$ cat src/rtl/online_otf_converter.sv
// online_otf_converter
//   Converts a stream of radix-2 signed digits (borrow-save {d+,d-}, most
//   significant digit first) into a Stage+1-bit two's complement word using
//   on-the-fly conversion. Q and QM (= Q-1) are both kept so every digit
//   is a shift plus a register select, with no carry-propagate adder.
//
// Optional feature macro: ONLINE_OTF_ERRCHK_EN
//   defined   : an accepted 2'b11 digit sets the sticky err flag (cleared by rst)
//   undefined : err is tied low
//   In both builds a 2'b11 digit is converted as 0.
//
// Ports
//   clk        in   clock, rising edge
//   rst        in   asynchronous active-high reset
//   in_valid   in   in_digit valid this cycle
//   in_digit   in   [1:0] {d+,d-}: 10 = +1, 01 = -1, 00 = 0
//   in_first   in   marks the most significant digit of a word
//   in_ready   out  digit accepted when in_valid && in_ready
//   out_valid  out  out_data holds a completed word
//   out_ready  in   word consumed when out_valid && out_ready
//   out_data   out  [Stage:0] completed word, held until the next completion
//   err        out  sticky illegal-digit flag
//   dbg_state  out  [1:0] FSM state (0 IDLE, 1 ACC, 2 DONE)
//
// Handshake: both ports use valid/ready; a transfer happens on a rising
// clock edge where valid and ready are both high. Valid never depends
// combinationally on ready. in_ready is high in IDLE and ACC, low in DONE.
module online_otf_converter #(
    parameter int Stage = 4
) (
    input  logic             clk,
    input  logic             rst,
    input  logic             in_valid,
    input  logic [1:0]       in_digit,
    input  logic             in_first,
    output logic             in_ready,
    output logic             out_valid,
    input  logic             out_ready,
    output logic [Stage:0]   out_data,
    output logic             err,
    output logic [1:0]       dbg_state
);

    localparam int W  = Stage + 1;
    localparam int CW = $clog2(Stage + 1);

    typedef enum logic [1:0] {
        IDLE = 2'd0,
        ACC  = 2'd1,
        DONE = 2'd2
    } state_t;

    state_t          state_q, state_d;
    logic [CW-1:0]   cnt_q, cnt_d;
    logic [W-1:0]    q_q, q_d;
    logic [W-1:0]    qm_q, qm_d;
    logic [W-1:0]    out_data_q, out_data_d;

    logic            accept;
    logic            dig_pos;
    logic            dig_neg;
    logic [W-1:0]    base_q;
    logic [W-1:0]    base_qm;
    logic [W-1:0]    conv_q;
    logic [W-1:0]    conv_qm;

    assign in_ready  = (state_q != DONE);
    assign out_valid = (state_q == DONE);
    assign out_data  = out_data_q;
    assign dbg_state = state_q;
    assign accept    = in_valid && in_ready;

    // 2'b11 matches neither pattern, so it falls through as a zero digit.
    assign dig_pos = (in_digit == 2'b10);
    assign dig_neg = (in_digit == 2'b01);

    // A first digit starts from Q=0 / QM=-1 regardless of leftover state.
    assign base_q  = in_first ? '0 : q_q;
    assign base_qm = in_first ? '1 : qm_q;

    always_comb begin
        conv_q  = {base_q[W-2:0], 1'b0};
        conv_qm = {base_qm[W-2:0], 1'b1};
        if (dig_pos) begin
            conv_q  = {base_q[W-2:0], 1'b1};
            conv_qm = {base_q[W-2:0], 1'b0};
        end else if (dig_neg) begin
            conv_q  = {base_qm[W-2:0], 1'b1};
            conv_qm = {base_qm[W-2:0], 1'b0};
        end
    end

    always_comb begin
        state_d    = state_q;
        cnt_d      = cnt_q;
        q_d        = q_q;
        qm_d       = qm_q;
        out_data_d = out_data_q;
        case (state_q)
            IDLE, ACC: begin
                // In IDLE only a first digit starts a word; others are dropped.
                // In ACC a first digit aborts the partial word and restarts.
                if (accept && (in_first || state_q == ACC)) begin
                    q_d   = conv_q;
                    qm_d  = conv_qm;
                    cnt_d = in_first ? CW'(1) : CW'(cnt_q + 1'b1);
                    if (cnt_d == CW'(Stage)) begin
                        state_d    = DONE;
                        out_data_d = conv_q;
                    end else begin
                        state_d = ACC;
                    end
                end
            end
            DONE: begin
                // in_ready is low here, so no digit can start alongside the
                // handshake; the next word begins from IDLE.
                if (out_ready) begin
                    state_d = IDLE;
                    cnt_d   = '0;
                end
            end
            default: begin
                state_d = IDLE;
                cnt_d   = '0;
            end
        endcase
    end

    always_ff @(posedge clk or posedge rst) begin
        if (rst) begin
            state_q    <= IDLE;
            cnt_q      <= '0;
            q_q        <= '0;
            qm_q       <= '1;
            out_data_q <= '0;
        end else begin
            state_q    <= state_d;
            cnt_q      <= cnt_d;
            q_q        <= q_d;
            qm_q       <= qm_d;
            out_data_q <= out_data_d;
        end
    end

`ifdef ONLINE_OTF_ERRCHK_EN
    logic err_q, err_d;

    assign err_d = err_q | (accept && (in_digit == 2'b11));
    assign err   = err_q;

    always_ff @(posedge clk or posedge rst) begin
        if (rst) begin
            err_q <= 1'b0;
        end else begin
            err_q <= err_d;
        end
    end
`else
    assign err = 1'b0;
`endif

endmodule
$ cat config.mk
export PLATFORM = sky130hd
export DESIGN_NAME = online_otf_converter
export DESIGN_NICKNAME = d
export VERILOG_FILES = /design/src/rtl/online_otf_converter.sv
export SDC_FILE = /design/constraint.sdc
export NUM_CORES = 1
export LEC_CHECK = 0
export ABC_AREA = 0
export BUFFER_PORTS_ARGS = -buffer_cell sky130_fd_sc_hd__clkbuf_2
export CORE_MARGIN = 2
export CORE_UTILIZATION = 35
export CTS_CLUSTER_SIZE = 24
export DETAILED_ROUTE_END_ITERATION = 10
export PLACE_DENSITY_LB_ADDON = 0.12
export SYNTH_ARGS = -nofsm -noshare
export SYNTH_HDL_FRONTEND = slang
export SYNTH_SLANG_ARGS = --single-unit
$ cat constraint.sdc
create_clock -name clk -period 6.1 [get_ports clk]
set_input_delay 1.22 -clock clk [delete_from_list [all_inputs] [get_ports clk]]
set_output_delay 1.22 -clock clk [all_outputs]
set_load 0.05 [all_outputs]
[Yosys cells after proc, flatten, opt, wreduce, memory -nomap -nowiden]
Index checks and enable logic that the tools add are counted.
Storage, ports and cells
  memories kept: 0
  bits in registers: 18
  output and inout port bits: 10
  word-level logic and storage cells: 36
  bits in read-only memories: 0
  latch bits: 0
  input bits: 7
  bits in writable memories: 0
Cells by class
  shift operators: 0
  add/subtract/negate cells: 1
  mux-type cells: 14
  reduce and logical (&&, ||, !) cells: 8
  $lt $le $gt $ge: 0
  bitwise logic cells: 0
  div/mod/pow operators: 0
  eq/ne operators: 8
  multiply operators: 0
Operators by type and width (count)
  4-bit 2-to-1 mux: 3
  5-bit 2-to-1 mux: 2
  3-bit 2-to-1 mux: 3
  2-bit 2-to-1 mux: 3
  3-bit one-hot mux with 2 select lines: 1
  2-bit by 1-bit == test with 1-bit output (second input constant): 2
  2-bit == test (second input constant): 2
  2-bit inequality test (second input constant): 2
  2-bit one-hot mux with 2 select lines: 1
  2-bit AND reduction: 2
  3-bit by 1-bit adder with 3-bit output (second input constant): 1
  3-bit == test (second input constant): 1
  3-bit AND reduction: 1
  1-bit logical AND: 2
  2-bit logical NOT: 1
  2-bit by 1-bit inequality test with 1-bit output (second input constant): 1
  2-bit OR reduction: 1
  1-bit logical OR: 1
  1-bit 2-to-1 mux: 1

[Longest topological paths before layout]
  word-level depth: 6
  depth in mapped cells: 5
  mapped depth without buffers: 5

[Least setup slack after synthesis]
Ideal clock, no wire load.
  path kind: reg-to-output
  from: register state_q[1], in the netlist dbg_state[1]
  to: output port out_valid
  data arrival time: 1605 ps
  stages on the path, launching flop included: 3
  path buffers: 0
  setup slack: 3275 ps
  path through: dfrtp_1 > nand2_1 > inv_1
On the way
  longest elaborated chain between the ends: 1
Ends and longest elaborated chain
  from (decl): line 53  | state_t state_q, state_d;
  from (signal assigned): line 138  | state_q <= state_d;
  2-bit == test: line 68  | assign out_valid = (state_q == DONE);
  to (decl): line 37  | output logic out_valid,
Every way passes these cells.

[Worst setup path in the final report]
  from: input port in_first
  to: register out_data_q[4], in the netlist out_data[4]
On the way
  longest elaborated chain between the ends: 3
Ends and longest elaborated chain
  from (decl): line 35  | input logic in_first,
  3-bit 2-to-1 mux (tied with other cells): line 106  | cnt_d = in_first ? CW'(1) : CW'(cnt_q + 1'b1);
  3-bit == test (tied with other cells): line 107  | if (cnt_d == CW'(Stage)) begin
  3-bit AND reduction (no line) / 5-bit 2-to-1 mux (equally long branches)
  to (signal assigned): line 142  | out_data_q <= out_data_d;
  to (decl): line 57  | logic [W-1:0] out_data_q, out_data_d;
Several ways; a longest one is shown, not always the timed one.
A chain may end at the register's enable or synchronous reset.

==> tab_implementation.tex <==
\begin{tabular}{lr}
\hline
Metric & Value \\
\hline
\multicolumn{2}{l}{\textbf{Drt}} \\
\quad Sum of routed wire length over all layers & 1.65 mm \\
\quad Vias post-DR & 632 \\
\quad DR WL/cell & 12.9 um \\
\quad Highest metal layer with signal wires & met4 \\
\quad Final ANT Viol Nets & 0 \\
\quad Met1 Wirelength & 836 um \\
\quad Drt via density & 4.94 \\
\quad Metal2 WL & 714 um \\
\quad DR DRC count & 0 \\
\quad Number of design-rule violations left by the first detailed-router iteration & 13 \\
\quad Initial DRT Pass Iterations & 3 \\
\quad Total met3 wirelength after detailed routing & 81 um \\
\multicolumn{2}{l}{\textbf{Place}} \\
\quad Final HPWL DP & 1.21 mm \\
\quad Routability-driven placement congestion ratio & 0.739 \\
\quad IO buf count & 15 \\
\multicolumn{2}{l}{\textbf{Die}} \\
\quad Initial cell density of the core & 37.2\% \\
\quad Die extent in x & 55.5 um \\
\quad Die boundary height & 55.5 um \\
\quad Num rows & 18 \\
\quad Core region area & 0.00250 mm2 \\
\quad Die Area & 0.00308 mm2 \\
\quad I/O pin count & 17 \\
\multicolumn{2}{l}{\textbf{Global route}} \\
\quad Via count of the first global-routing pass & 597 \\
\quad GR Overflow Total & 0 \\
\quad First-pass GRT wire length & 2.77 mm \\
\quad Maximum number of pins on one net before global-route repair & 19 \\
\quad Gr usage total & 11.5\% \\
\quad Antenna violations before repair & 0 \\
\multicolumn{2}{l}{\textbf{STA}} \\
\quad Final setup fails & 0 \\
\quad Clock Skews & 0.00456 ns \\
\quad Maximum clock frequency & 0.390 GHz \\
\quad RSZ-0062 raised after global routing & false \\
\quad Number of max-slew violations in the final report & 0 \\
\quad Transition time at the pin with the least slew margin & 0.690 ns \\
\quad Worst-case headroom to the max-slew limit & 54.0\% \\
\quad Final worst path period need & 2.57 ns \\
\quad Share of the cycle needed by the critical path after routing & 42.1\% \\
\quad Final-layout setup total negative slack & 0 ns \\
\quad Final hold viol count & 0 \\
\multicolumn{2}{l}{\textbf{Setup path}} \\
\quad Data arrival, critical path & 2.76 ns \\
\quad Startpoint type of the worst setup path & input port \\
\quad Slowest CP cell & nor4\_4 \\
\quad Worst setup path class & in -> reg \\
\quad Data required time at the worst endpoint & 6.29 ns \\
\quad Critical path, cell by cell & clkbuf\_2, or3b\_4, nor4\_4, mux2\_2 \\
\quad Crit path max fanout & 14 \\
\quad Critical path capture point type & flop \\
\quad Worst path max stage delay & 0.50 ns \\
\multicolumn{2}{l}{\textbf{Clocking}} \\
\quad Hold buffer count at CTS & 0 \\
\quad Clk pin slew, worst setup/hold paths & 0.11 ns \\
\quad Post-CTS Setup Repair Bufs & 0 \\
\quad Number of buffers between clock root and the deepest sink & 2 \\
\quad Number of buffers created by CTS & 3 \\
\quad Number of instances resized during post-cts repair & 0 \\
\quad Clock latency of the later-clocked register in the worst-skew pair & 0.29 ns \\
\quad CTS root buffer & clkbuf\_4 \\
\quad Clock net sink count & 18 \\
\quad Maximum level of the CTS H-tree & 1 \\
\quad CTS tree & built \\
\multicolumn{2}{l}{\textbf{Pwr}} \\
\quad VDD IR-drop max & 0.247 mV \\
\quad Leak Pwr & 0.501 nW \\
\quad Pwr/cell area & 410 mW/mm2 \\
\multicolumn{2}{l}{\textbf{Synthesis}} \\
\quad Number of enable flip-flop cells after synthesis & 0 \\
\quad FFs w/ async S/R, synth & 100\% \\
\quad Post-synth top flop & dfrtp\_1 \\
\quad Number of library cell types mapped by synthesis & 26 \\
\quad Post-Syn Area & 930 um2 \\
\quad Synthesized net count & 92 \\
\quad Synthesis-stage register bit count & 18 \\
\quad Number of instances in the synthesized netlist & 82 \\
\quad Count of warnings emitted by yosys & 0 \\
\quad Sequential area share after synthesis & 49.0\% \\
\quad Mapped Avg Cell Area & 11.3 um2 \\
\multicolumn{2}{l}{\textbf{Final layout}} \\
\quad Share of cells above drive strength 1 & 38.8\% \\
\quad Core occupancy in the finished layout & 42.5\% \\
\quad Antenna diodes & 0 \\
\quad Nets & 109 \\
\quad Synth-to-Final Area Change & 14.3\% \\
\multicolumn{2}{l}{\textbf{Outcome}} \\
\quad Result of the run & finished clean \\
\multicolumn{2}{l}{\textbf{Hold path}} \\
\quad Path category of the worst min-delay check & reg -> reg \\
\multicolumn{2}{l}{\textbf{Flow run}} \\
\quad Maxcap violations & 0 \\
\hline
\end{tabular}
==> Yosys cell counts, types with 2 or more instances <==
master     instances  area share (%)
inv_1              8             3.2
dfrtp_1           14              38
mux2i_1            2             2.2
mux2_2            12              15
o21ai_0            3             1.6
nand2_1            2            0.81
a21oi_1            4             2.2
nor3_1             3             1.6
ha_1               3             4.0
a2bb2oi_1          4             3.8
dfstp_2            4              11
nand2b_1           6             4.0
nor2_1             4             1.6
==> sequential cells by signal, indices dropped and copies added (netlist names) <==
register   cells
dbg_state      2
qm_q           4
out_data       5
cnt_q          3
q_q            4
==> where the power goes <==
group          leakage [nW]  total [mW]  internal, mW  switching, mW
logic                 0.260       0.174        0.0648          0.109
clock network        0.0210      0.0742        0.0364         0.0378
registers             0.220       0.188         0.164         0.0234
total                 0.501       0.436         0.266          0.170
==> cells in the final DEF, fill, tap and decap left out <==
cell,count
or2_1,1
ha_1,3
a21oi_1,4
o32ai_1,1
clkbuf_4,3
nand2_1,2
o22ai_1,1
a2bb2oi_1,4
nor4_4,1
clkbuf_2,15
xnor2_1,1
or3b_2,1
nor3b_1,1
clkbuf_8,1
o21ai_0,3
mux2i_1,2
nand2b_1,6
dfrtp_1,14
nor2_1,4
conb_1,1
o21bai_1,1
mux2_2,12
or3b_4,1
dfstp_2,4
inv_1,8
nor3_1,3
==> final timing paths <==
path                          endpoint  cells after the start  slack, ns     start
hold reg to reg                 q_q[1]                      1       0.52    q_q[1]
hold / removal                  q_q[1]                      1       0.52    q_q[1]
max in group asynchronous       q_q[0]                      2       4.67       rst
setup reg to reg           out_data[4]                      4       3.99  cnt_q[0]
setup / recovery           out_data[4]                      4       3.53  in_first
min in group asynchronous  out_data[3]                      2       0.99       rst
==> metal layers <==
metal / vias to the layer above / GRT usage, %
met3: 2 / 3.04
met4: 0 / 5.23
li1: 313 / -
met5: - / 0
met1: 299 / 15.5
met2: 18 / 17.0
==> worst max-delay path, delay by kind of cell <==
family | cells | cell delay, ns
buffers and inverters | 1 | 0.19
muxes | 1 | 0.39
and+or+nand+nor | 2 | 0.95
==> logic make-up after synthesis <==
group                    share of synthesized area, %
flip-flops                                       49.0
AO/OA/AOI/OAI                                    9.96
XOR/XNOR                                        0.942
other                                           0.403
multiplexers                                     16.7
buffers and inverters                            4.98
adder cells (fa/ha/maj)                          4.04
AND/OR/NAND/NOR                                  14.0
==> final cells by class <==
| cell class | count | area [um2] |
|---|---|---|
| repair buffers | 15 | 75.1 |
| multi-input cells | 53 | 428 |
| inverters | 8 | 30.0 |
| well taps | 30 | 37.5 |
| flip-flops and latches | 18 | 455 |
| clock buffers | 4 | 36.3 |
| fillers | 252 | 1440 |
==> stage by stage <==
step | power, mW | hold slack, ns | instances | setup slack, ns | cell area [um2]
2_1_floorplan | 0.329 | 0.475 | 82 | 3.27 | 930
3_3_place_gp | 0.365 | 0.491 | 124 | 3.24 | 1030
3_5_place_dp | 0.366 | 0.495 | 124 | 3.21 | 1030
4_1_cts | 0.443 | 0.521 | 128 | 3.54 | 1060
5_1_grt | 0.462 | 0.547 | 128 | 3.46 | 1060
6_report | 0.436 | 0.518 | 128 | 3.53 | 1060
Power figures use the tool's default switching activity.
